File: config.mk
export PLATFORM = sky130hd
export DESIGN_NAME = traffic_intersection_controller
export DESIGN_NICKNAME = d
export VERILOG_FILES = /design/src/rtl/traffic_pkg.sv /design/src/rtl/phase_timer.sv /design/src/rtl/traffic_intersection_controller.sv
export SDC_FILE = /design/constraint.sdc
export NUM_CORES = 1
export LEC_CHECK = 0
export CORE_MARGIN = 8
export CORE_UTILIZATION = 40
export CTS_CLUSTER_DIAMETER = 80
export DETAILED_ROUTE_END_ITERATION = 10
export PLACE_DENSITY = 0.7
export SLEW_MARGIN = 20
export SYNTH_ARGS = -nofsm -noshare
export SYNTH_HDL_FRONTEND = slang
export SYNTH_HIERARCHICAL = 1
export SYNTH_SLANG_ARGS = --single-unit
File: constraint.sdc
create_clock -name clk -period 3.65 [get_ports clk]
set_input_delay 0.9125 -clock clk [delete_from_list [all_inputs] [get_ports clk]]
set_output_delay 0.9125 -clock clk [all_outputs]
set_load 0.02 [all_outputs]
File: src/rtl/traffic_pkg.sv
// Shared definitions for the two-road intersection controller:
// the phase encoding seen on the monitor port and the one-hot lamp patterns.
package traffic_pkg;

  typedef enum logic [2:0] {
    NS_GREEN  = 3'd0,
    NS_YELLOW = 3'd1,
    ALL_RED_A = 3'd2,
    EW_GREEN  = 3'd3,
    EW_YELLOW = 3'd4,
    ALL_RED_B = 3'd5,
    PED_WALK  = 3'd6
  } phase_t;

  // Lamp patterns, {red, yellow, green}
  localparam logic [2:0] RED    = 3'b100;
  localparam logic [2:0] YELLOW = 3'b010;
  localparam logic [2:0] GREEN  = 3'b001;

endpackage

File: src/rtl/phase_timer.sv
// Phase duration timer: counts edges since the last clear and flags the
// terminal edge (count == limit-1). The limit is one bit wider than the
// counter so a duration of exactly 2^TIMER_W can be expressed without overflow.
module phase_timer #(
  parameter int TIMER_W = 8
) (
  input  logic             clk,
  input  logic             reset,
  input  logic             clr,
  input  logic [TIMER_W:0] limit,
  output logic             done
);

  logic [TIMER_W-1:0] count_reg;

  // Count up every edge; a clear reloads to zero for the next phase
  always_ff @(posedge clk or posedge reset) begin
    if (reset) begin
      count_reg <= '0;
    end else if (clr) begin
      count_reg <= '0;
    end else begin
      count_reg <= count_reg + 1'b1;
    end
  end

  // Terminal compare done in the wider domain so limit = 2^TIMER_W is exact
  always_comb begin
    done = ({1'b0, count_reg} == (limit - 1'b1));
  end

endmodule

File: src/rtl/traffic_intersection_controller.sv
// Two-road intersection controller: NS and EW heads cycle through green,
// yellow and all-red clearance, each phase held for its configured duration.
// Optional pedestrian walk phase after ALL_RED_B when macro TLC_PED_EN is
// defined; without it ped_req is ignored and walk stays low.
module traffic_intersection_controller
  import traffic_pkg::*;
#(
  parameter int GREEN_CYCLES   = 10,
  parameter int YELLOW_CYCLES  = 3,
  parameter int ALL_RED_CYCLES = 2,
  parameter int WALK_CYCLES    = 6,
  parameter int TIMER_W        = 8
) (
  input  logic       clk,
  input  logic       reset,
  input  logic       ped_req,
  output logic [2:0] ns_light,
  output logic [2:0] ew_light,
  output logic       walk,
  output logic [2:0] phase
);

  localparam int LW = TIMER_W + 1;
  localparam logic [TIMER_W:0] GREEN_LIM  = LW'(GREEN_CYCLES);
  localparam logic [TIMER_W:0] YELLOW_LIM = LW'(YELLOW_CYCLES);
  localparam logic [TIMER_W:0] RED_LIM    = LW'(ALL_RED_CYCLES);
  localparam logic [TIMER_W:0] WALK_LIM   = LW'(WALK_CYCLES);

  phase_t           state_reg;
  phase_t           state_next;
  logic [TIMER_W:0] limit;
  logic             done;
  logic             timer_clr;
  logic             ped_go;

  // Duration of the phase currently being timed
  always_comb begin
    limit = RED_LIM;
    case (state_reg)
      NS_GREEN, EW_GREEN:   limit = GREEN_LIM;
      NS_YELLOW, EW_YELLOW: limit = YELLOW_LIM;
      ALL_RED_A, ALL_RED_B: limit = RED_LIM;
      PED_WALK:             limit = WALK_LIM;
      default:              limit = RED_LIM;
    endcase
  end

  phase_timer #(
    .TIMER_W (TIMER_W)
  ) u_timer (
    .clk   (clk),
    .reset (reset),
    .clr   (timer_clr),
    .limit (limit),
    .done  (done)
  );

`ifdef TLC_PED_EN
  logic ped_pending_reg;

  // Latch requests until the walk that services them starts; a request on
  // the very edge that starts the walk is kept for the next one
  always_ff @(posedge clk or posedge reset) begin
    if (reset) begin
      ped_pending_reg <= 1'b0;
    end else if (ped_req) begin
      ped_pending_reg <= 1'b1;
    end else if ((state_reg == ALL_RED_B) && done) begin
      ped_pending_reg <= 1'b0;
    end
  end

  assign ped_go = ped_pending_reg;
`else
  logic unused_ped_req;
  assign unused_ped_req = ped_req;
  assign ped_go         = 1'b0;
`endif

  // State register; reset parks in ALL_RED_B so both roads start red
  always_ff @(posedge clk or posedge reset) begin
    if (reset) begin
      state_reg <= ALL_RED_B;
    end else begin
      state_reg <= state_next;
    end
  end

  // Next-state sequencing; an illegal encoding recovers to ALL_RED_B at once
  always_comb begin
    state_next = state_reg;
    timer_clr  = done;
    case (state_reg)
      NS_GREEN:  if (done) state_next = NS_YELLOW;
      NS_YELLOW: if (done) state_next = ALL_RED_A;
      ALL_RED_A: if (done) state_next = EW_GREEN;
      EW_GREEN:  if (done) state_next = EW_YELLOW;
      EW_YELLOW: if (done) state_next = ALL_RED_B;
      ALL_RED_B: if (done) state_next = ped_go ? PED_WALK : NS_GREEN;
      PED_WALK:  if (done) state_next = NS_GREEN;
      default: begin
        state_next = ALL_RED_B;
        timer_clr  = 1'b1;
      end
    endcase
  end

  // Moore decode of lamps, walk and monitor phase
  always_comb begin
    ns_light = RED;
    ew_light = RED;
    walk     = 1'b0;
    phase    = state_reg;
    case (state_reg)
      NS_GREEN:  ns_light = GREEN;
      NS_YELLOW: ns_light = YELLOW;
      EW_GREEN:  ew_light = GREEN;
      EW_YELLOW: ew_light = YELLOW;
`ifdef TLC_PED_EN
      PED_WALK:  walk     = 1'b1;
`endif
      default: begin
        ns_light = RED;
        ew_light = RED;
      end
    endcase
  end

endmodule
==> results.sh, run 1 <==
export IMPL_synth_cell_types=42
export IMPL_crit_type="reg2reg"
export IMPL_grt_use_total_pct=10.06
export IMPL_vias=796
export IMPL_final_core_util_pct=50.85
export IMPL_setup_ws_ns=0.5624
export IMPL_worstReg2RegStart="phase[2]"
export IMPL_routedWlPerCell_um=11.35
export IMPL_hp_start="u_timer/count_reg[0]"
export IMPL_rrSetupSlack_ns=0.56
export IMPL_layout_nets=145
export IMPL_hp_class="reg2reg"
export IMPL_cpPeakStageDelay_ns=0.65
export IMPL_clk_pin_slew_worst_paths_ns=0.06
export IMPL_final_cells=167
export IMPL_dr_wl_met3_um=81
export IMPL_wl_um=1895
export IMPL_power_density_mw_per_mm2=708.6
export IMPL_placementRows=17
export IMPL_fp_dieH_um=64.15
export IMPL_routed_via_density=4.766
export IMPL_crit_arrival_ns=3.21
export IMPL_finalSetupViolCount=0
export IMPL_clk_path_buf_depth=2
export IMPL_async_flop_share_pct=100.0
export IMPL_placedCellCount=163
export IMPL_root_buffer="clkbuf_4"
export IMPL_p_leak_nw=0.4809
export IMPL_routed_top_layer="met4"
export IMPL_coreArea_sq_mm=0.002212
export IMPL_post_route_cell_area_sq_mm=0.001125
export IMPL_hold_end="u_timer/count_reg[0]"
export IMPL_layout_drive_gt1_share_pct=10.79
export IMPL_dpl_worst_slack_ns=0.5638
export IMPL_syn_inst=110
export IMPL_synth_avg_cell_area_sq_um=8.429
export IMPL_place_area_sq_mm=0.001099
export IMPL_grt_pass1_wl_um=3387
export IMPL_slew_viol_final=0
export IMPL_finalHoldViolations=0
export IMPL_start_util_pct=41.91
export IMPL_maxSlewHeadroom_pct=57.03
export IMPL_postCtsHoldBufs=0
export IMPL_synth_area_sq_um=927.1
export IMPL_finalWeightedCongestion=0.8313
export IMPL_synth_seq_area_share_pct=29.96
export IMPL_largest_reg_flops=8
export IMPL_startpoint_type="flip-flop"
export IMPL_setup_tns_ns=0
export IMPL_drt_met1_wl_um=767
export IMPL_grt_pass1_vias=800
export IMPL_area_growth_pct=21.32
export IMPL_synth_warnings=6
export IMPL_r2r_cells=10
export IMPL_wl_met2_um=1002
export IMPL_gr_total_overflow=0
export IMPL_period_minus_slack_ns=3.088
export IMPL_crit_fanout=11
export IMPL_antenna_found_initial=0
export IMPL_htree_levels=1
export IMPL_critical_path_endpoint_type="flip-flop"
export IMPL_worstMarginPinSlew_ns=0.6397
export IMPL_ctsResizeCount=0
export IMPL_num_antenna_cells=0
export IMPL_cp_cell_sequence="xnor2_1, nor2_1, inv_1, ha_1, xnor2_1, nor4_1, nand3_1, nor4_2, o21bai_1, nor2_1"
export IMPL_drc_errors=0
export IMPL_synth_seq_cells=11
export IMPL_hold_depth=1
export IMPL_clock_fmax_mhz=323.9
export IMPL_ant_nets=0
export IMPL_post_route_period_util_pct=84.59
export IMPL_drv_cap=0
export IMPL_cts_tree="yes"
export IMPL_synth_flop_cell="dfrtp_1"
export IMPL_io_pins=13
export IMPL_slowest_stage="dfstp_2"
export IMPL_dp_hpwl_um=1517
export IMPL_clock_sinks=11
export IMPL_drt_initial_drc_count=13
export IMPL_die_area_sq_mm=0.004115
export IMPL_finClkSkew_ns=0.0005197
export IMPL_postCtsSetupBuffers=0
export IMPL_ir_drop_v=0.0005207
export IMPL_insertion_delay_ns=0.27
export IMPL_io_buffer_count=10
export IMPL_status="complete, no violations"
export IMPL_synth_edf_count=0
export IMPL_drt_pass1_iterations=4
export IMPL_grt_max_degree=12
export IMPL_reg2reg_to="u_timer/count_reg[5]"
export IMPL_critPathRequiredTime_ns=3.77
export IMPL_die_x_um=64.15
export IMPL_cts_buffers=3
export IMPL_rsz0062_at_grt="false"
## worst max-delay path: cells and delay by family, from the launching register on
family / cells / cell delay (ns)
buf+inv: 1 / 0.08
fa+ha+maj: 1 / 0.31
simple gates: 5 / 1.28
flops: 1 / 0.65
xor+xnor: 2 / 0.23
compound gates: 1 / 0.40
## cell type report
cell class	count	area (sq um)
fill	232	1087
clock buffer	4	26.28
sequential	11	277.8
multi-input combinational	106	655.6
timing repair buffer	10	100.1
tap	28	35.03
inverter	8	30.03
## cell usage after synthesis, drive strengths merged, types with 2 or more instances
cell type | count | share of area [%]
a21oi | 5 | 2.7
inv | 8 | 3.2
nand2 | 5 | 2.0
xor2 | 6 | 5.7
dfrtp | 9 | 24
and3 | 2 | 1.3
nand3 | 7 | 3.8
nor2 | 18 | 7.3
dfstp | 2 | 5.7
nor3 | 3 | 2.2
conb | 2 | 0.81
ha | 2 | 2.7
xnor2 | 9 | 8.5
buf | 4 | 3.8
a31oi | 2 | 1.3
nand2b | 2 | 1.3
nor3b | 2 | 2.7
nor2b | 2 | 1.3
nor4 | 2 | 2.0
## power by group
group	leakage [nW]	total [mW]	internal [mW]	switching (mW)
Combinational	0.339	0.446	0.215	0.231
Sequential	0.127	0.270	0.179	0.0909
Clock	0.0150	0.0815	0.0423	0.0391
Total	0.481	0.797	0.437	0.361
## worst max-delay path by stage
| stage | startpoint | to | slack, ns |
|---|---|---|---|
| 2_1_floorplan | phase[2] | u_timer/count_reg[2] | 0.82 |
| 3_3_place_gp | phase[2] | u_timer/count_reg[6] | 0.63 |
| 3_5_place_dp | phase[2] | u_timer/count_reg[5] | 0.56 |
| 4_1_cts | phase[2] | u_timer/count_reg[5] | 0.55 |
| 5_1_grt | phase[2] | u_timer/count_reg[5] | 0.25 |
| 6_report | phase[2] | u_timer/count_reg[5] | 0.56 |
## stage by stage
stage / power, mW / hold WS (ns)
3_5_place_dp: 0.7096 / 0.5125
4_1_cts: 0.7997 / 0.5207
2_1_floorplan: 0.6063 / 0.4672
5_1_grt: 0.8675 / 0.5374
6_report: 0.7971 / 0.5197
3_3_place_gp: 0.6860 / 0.5045
## layout by cell type (no fill, tap or decap), types with 2 or more instances in the layout
| cell | n |
|---|---|
| nor2b_1 | 2 |
| conb_1 | 22 |
| clkbuf_4 | 3 |
| dfstp_2 | 2 |
| xor2_1 | 6 |
| a31oi_1 | 2 |
| a21oi_1 | 5 |
| nor2_1 | 18 |
| nor3b_2 | 2 |
| xnor2_1 | 9 |
| ha_1 | 2 |
| inv_1 | 7 |
| nor3_1 | 2 |
| nand2b_1 | 2 |
| clkdlybuf4s50_1 | 10 |
| nand3_1 | 7 |
| and3_1 | 2 |
| dfrtp_1 | 9 |
| nand2_1 | 5 |
## metal layers
layer,up-vias,global-route usage (%)
li1,407,-
met1,370,10.46
met2,13,17.94
met3,6,2.091
met4,0,6.540
met5,-,0
## cells by family (layout without fill, tap and decap cells)
family          Yosys count  count (layout)  share of synthesized area, %
compound gates           18              18                         14.98
xor+xnor                 15              15                         14.17
fa+ha+maj                 3               3                         3.913
buf+inv                  13              22                         7.422
flops                    11              11                         29.96
mux                       1               1                         1.080
other cells               2              22                        0.8100
simple gates             47              47                         27.66
(Power assumes the default switching activity.)
==> inputs of run 2 (changes only) <==
clock period = 3.1 ns   (was 3.65 ns; I/O delays follow)
==> results.sh, run 2 (synthesis gave the netlist of run 1 again) <==
export IMPL_status="complete, no violations"
export IMPL_finalHoldViolations=0
export IMPL_htree_levels=1
export IMPL_crit_top_cell="xnor2_1"
export IMPL_p_leak_nw=0.4915
export IMPL_hp_class="reg2reg"
export IMPL_critPathLaunch="phase[0]"
export IMPL_start_util_pct=41.91
export IMPL_fp_dieH_um=64.15
export IMPL_slew_viol_final=0
export IMPL_finalSetupViolCount=0
export IMPL_mostFrequentLayoutCell="conb_1"
export IMPL_finalWeightedCongestion=0.8682
export IMPL_r2r_cells=10
export IMPL_clk_pin_slew_worst_paths_ns=0.06
export IMPL_grt_use_total_pct=9.818
export IMPL_dp_hpwl_um=1486
export IMPL_place_area_sq_mm=0.001114
export IMPL_finClkSkew_ns=0.003063
export IMPL_clk_path_buf_depth=2
export IMPL_hold_end="u_timer/count_reg[0]"
export IMPL_ctsResizeCount=0
export IMPL_slowest_stage="dfstp_2"
export IMPL_io_buffer_count=10
export IMPL_clock_sinks=11
export IMPL_critical_path_endpoint_type="flip-flop"
export IMPL_num_antenna_cells=0
export IMPL_largest_reg_flops=8
export IMPL_power_density_mw_per_mm2=827.6
export IMPL_post_route_cell_area_sq_mm=0.001140
export IMPL_placementRows=17
export IMPL_layout_drive_gt1_share_pct=12.06
export IMPL_rrSetupSlack_ns=0.41
export IMPL_rsz0062_at_grt="false"
export IMPL_period_minus_slack_ns=2.687
export IMPL_drt_initial_drc_count=26
export IMPL_worstReg2RegStart="phase[0]"
export IMPL_insertion_delay_ns=0.27
export IMPL_grt_pass1_wl_um=3236
export IMPL_cpPeakStageDelay_ns=0.64
export IMPL_reg2reg_to="phase[0]"
export IMPL_cp_cell_sequence="nand2_1, a21oi_1, xnor2_1, xnor2_1, a31oi_1, nand3_1, nor4_2, buf_4, a21boi_1, xor2_1"
export IMPL_crit_type="reg2reg"
export IMPL_maxSlewHeadroom_pct=59.51
export IMPL_area_growth_pct=22.94
export IMPL_grtUsageMet2_pct=17.06
export IMPL_die_area_sq_mm=0.004115
export IMPL_cts_tree="yes"
export IMPL_ir_drop_v=0.0004538
export IMPL_hp_start="u_timer/count_reg[0]"
export IMPL_ant_nets=0
export IMPL_gr_total_overflow=0
export IMPL_vias=778
export IMPL_hold_depth=1
export IMPL_routedWlPerCell_um=11.02
export IMPL_crit_fanout=11
export IMPL_antenna_found_initial=0
export IMPL_drv_cap=0
export IMPL_met3_usage_pct=1.742
export IMPL_root_buffer="clkbuf_4"
export IMPL_worstMarginPinSlew_ns=0.6061
export IMPL_drt_pass1_iterations=4
export IMPL_wl_um=1862
export IMPL_layout_nets=147
export IMPL_critPathRequiredTime_ns=3.30
export IMPL_final_cells=169
export IMPL_grt_max_degree=12
export IMPL_io_pins=13
export IMPL_setup_tns_ns=0
export IMPL_routed_via_density=4.604
export IMPL_drc_errors=0
export IMPL_post_route_period_util_pct=86.68
export IMPL_crit_arrival_ns=2.88
export IMPL_grt_pass1_vias=773
export IMPL_use_met1_pct=10.68
export IMPL_postCtsSetupBuffers=0
export IMPL_postCtsHoldBufs=0
export IMPL_clock_fmax_mhz=372.2
export IMPL_placedCellCount=165
export IMPL_layout_common_cells="conb_1, nor2_1, clkdlybuf4s50_1"
export IMPL_power_mw=0.9433
export IMPL_cts_buffers=3
export IMPL_grt_busiest_layer="met2"
export IMPL_startpoint_type="flip-flop"
export IMPL_coreArea_sq_mm=0.002212
export IMPL_die_x_um=64.15
[run 2: per-stage QoR]
stage	worst slack [ns]	util, %	hold WS, ns
after floorplan	0.2705	-	0.4672
after global placement	0.4497	50.34	0.5045
after detailed placement	0.4219	50.34	0.5209
after CTS	0.3956	51.53	0.5303
after global routing	0.1039	51.53	0.5460
final	0.4130	51.53	0.5191
[run 2: how the worst max path moves through the flow]
stage | endpoint | depth (start not counted)
after floorplan | u_timer/count_reg[2] | 12
after global placement | phase[0] | 10
after detailed placement | phase[0] | 11
after CTS | phase[0] | 11
after global routing | u_timer/count_reg[5] | 10
final | phase[0] | 10
[run 2: layer usage]
metal  wire length (um)  vias to the layer above  part of all wire (%)
li1                   -                      410                     -
met1                807                      352                    43
met2                927                       11                    50
met3                 82                        5                   4.4
met4                 44                        0                   2.4
met5                  0                        -                     0
[run 2: area by class of cell]
cell class | instances | area (sq um)
fillers | 224 | 1072
multi-input cells | 106 | 655.6
flip-flops and latches | 11 | 277.8
repair buffers | 12 | 115.1
well taps | 28 | 35.03
inverters | 8 | 30.03
clock buffers | 4 | 26.28
[run 2: power breakdown]
part	internal, mW	total (mW)	switching [mW]
Sequential	0.211	0.318	0.107
Combinational	0.262	0.529	0.267
Clock	0.0499	0.0965	0.0466
[run 2: worst max-delay path, delay by kind of cell, from the launching register on]
kind / cells / cell delay [ns]
AND/OR/NAND/NOR: 3 / 0.57
buffers and inverters: 1 / 0.19
XOR/XNOR: 3 / 0.46
flip-flops: 1 / 0.64
AO/OA/AOI/OAI: 3 / 0.76
==> inputs of run 3 (changes only) <==
HOLD_SLACK_MARGIN = 0.03   (was not set)
TNS_END_PERCENT = 100   (was not set)
==> results of run 3 <==
No change in the layout: final DEF, timing and power equal those of run 2.
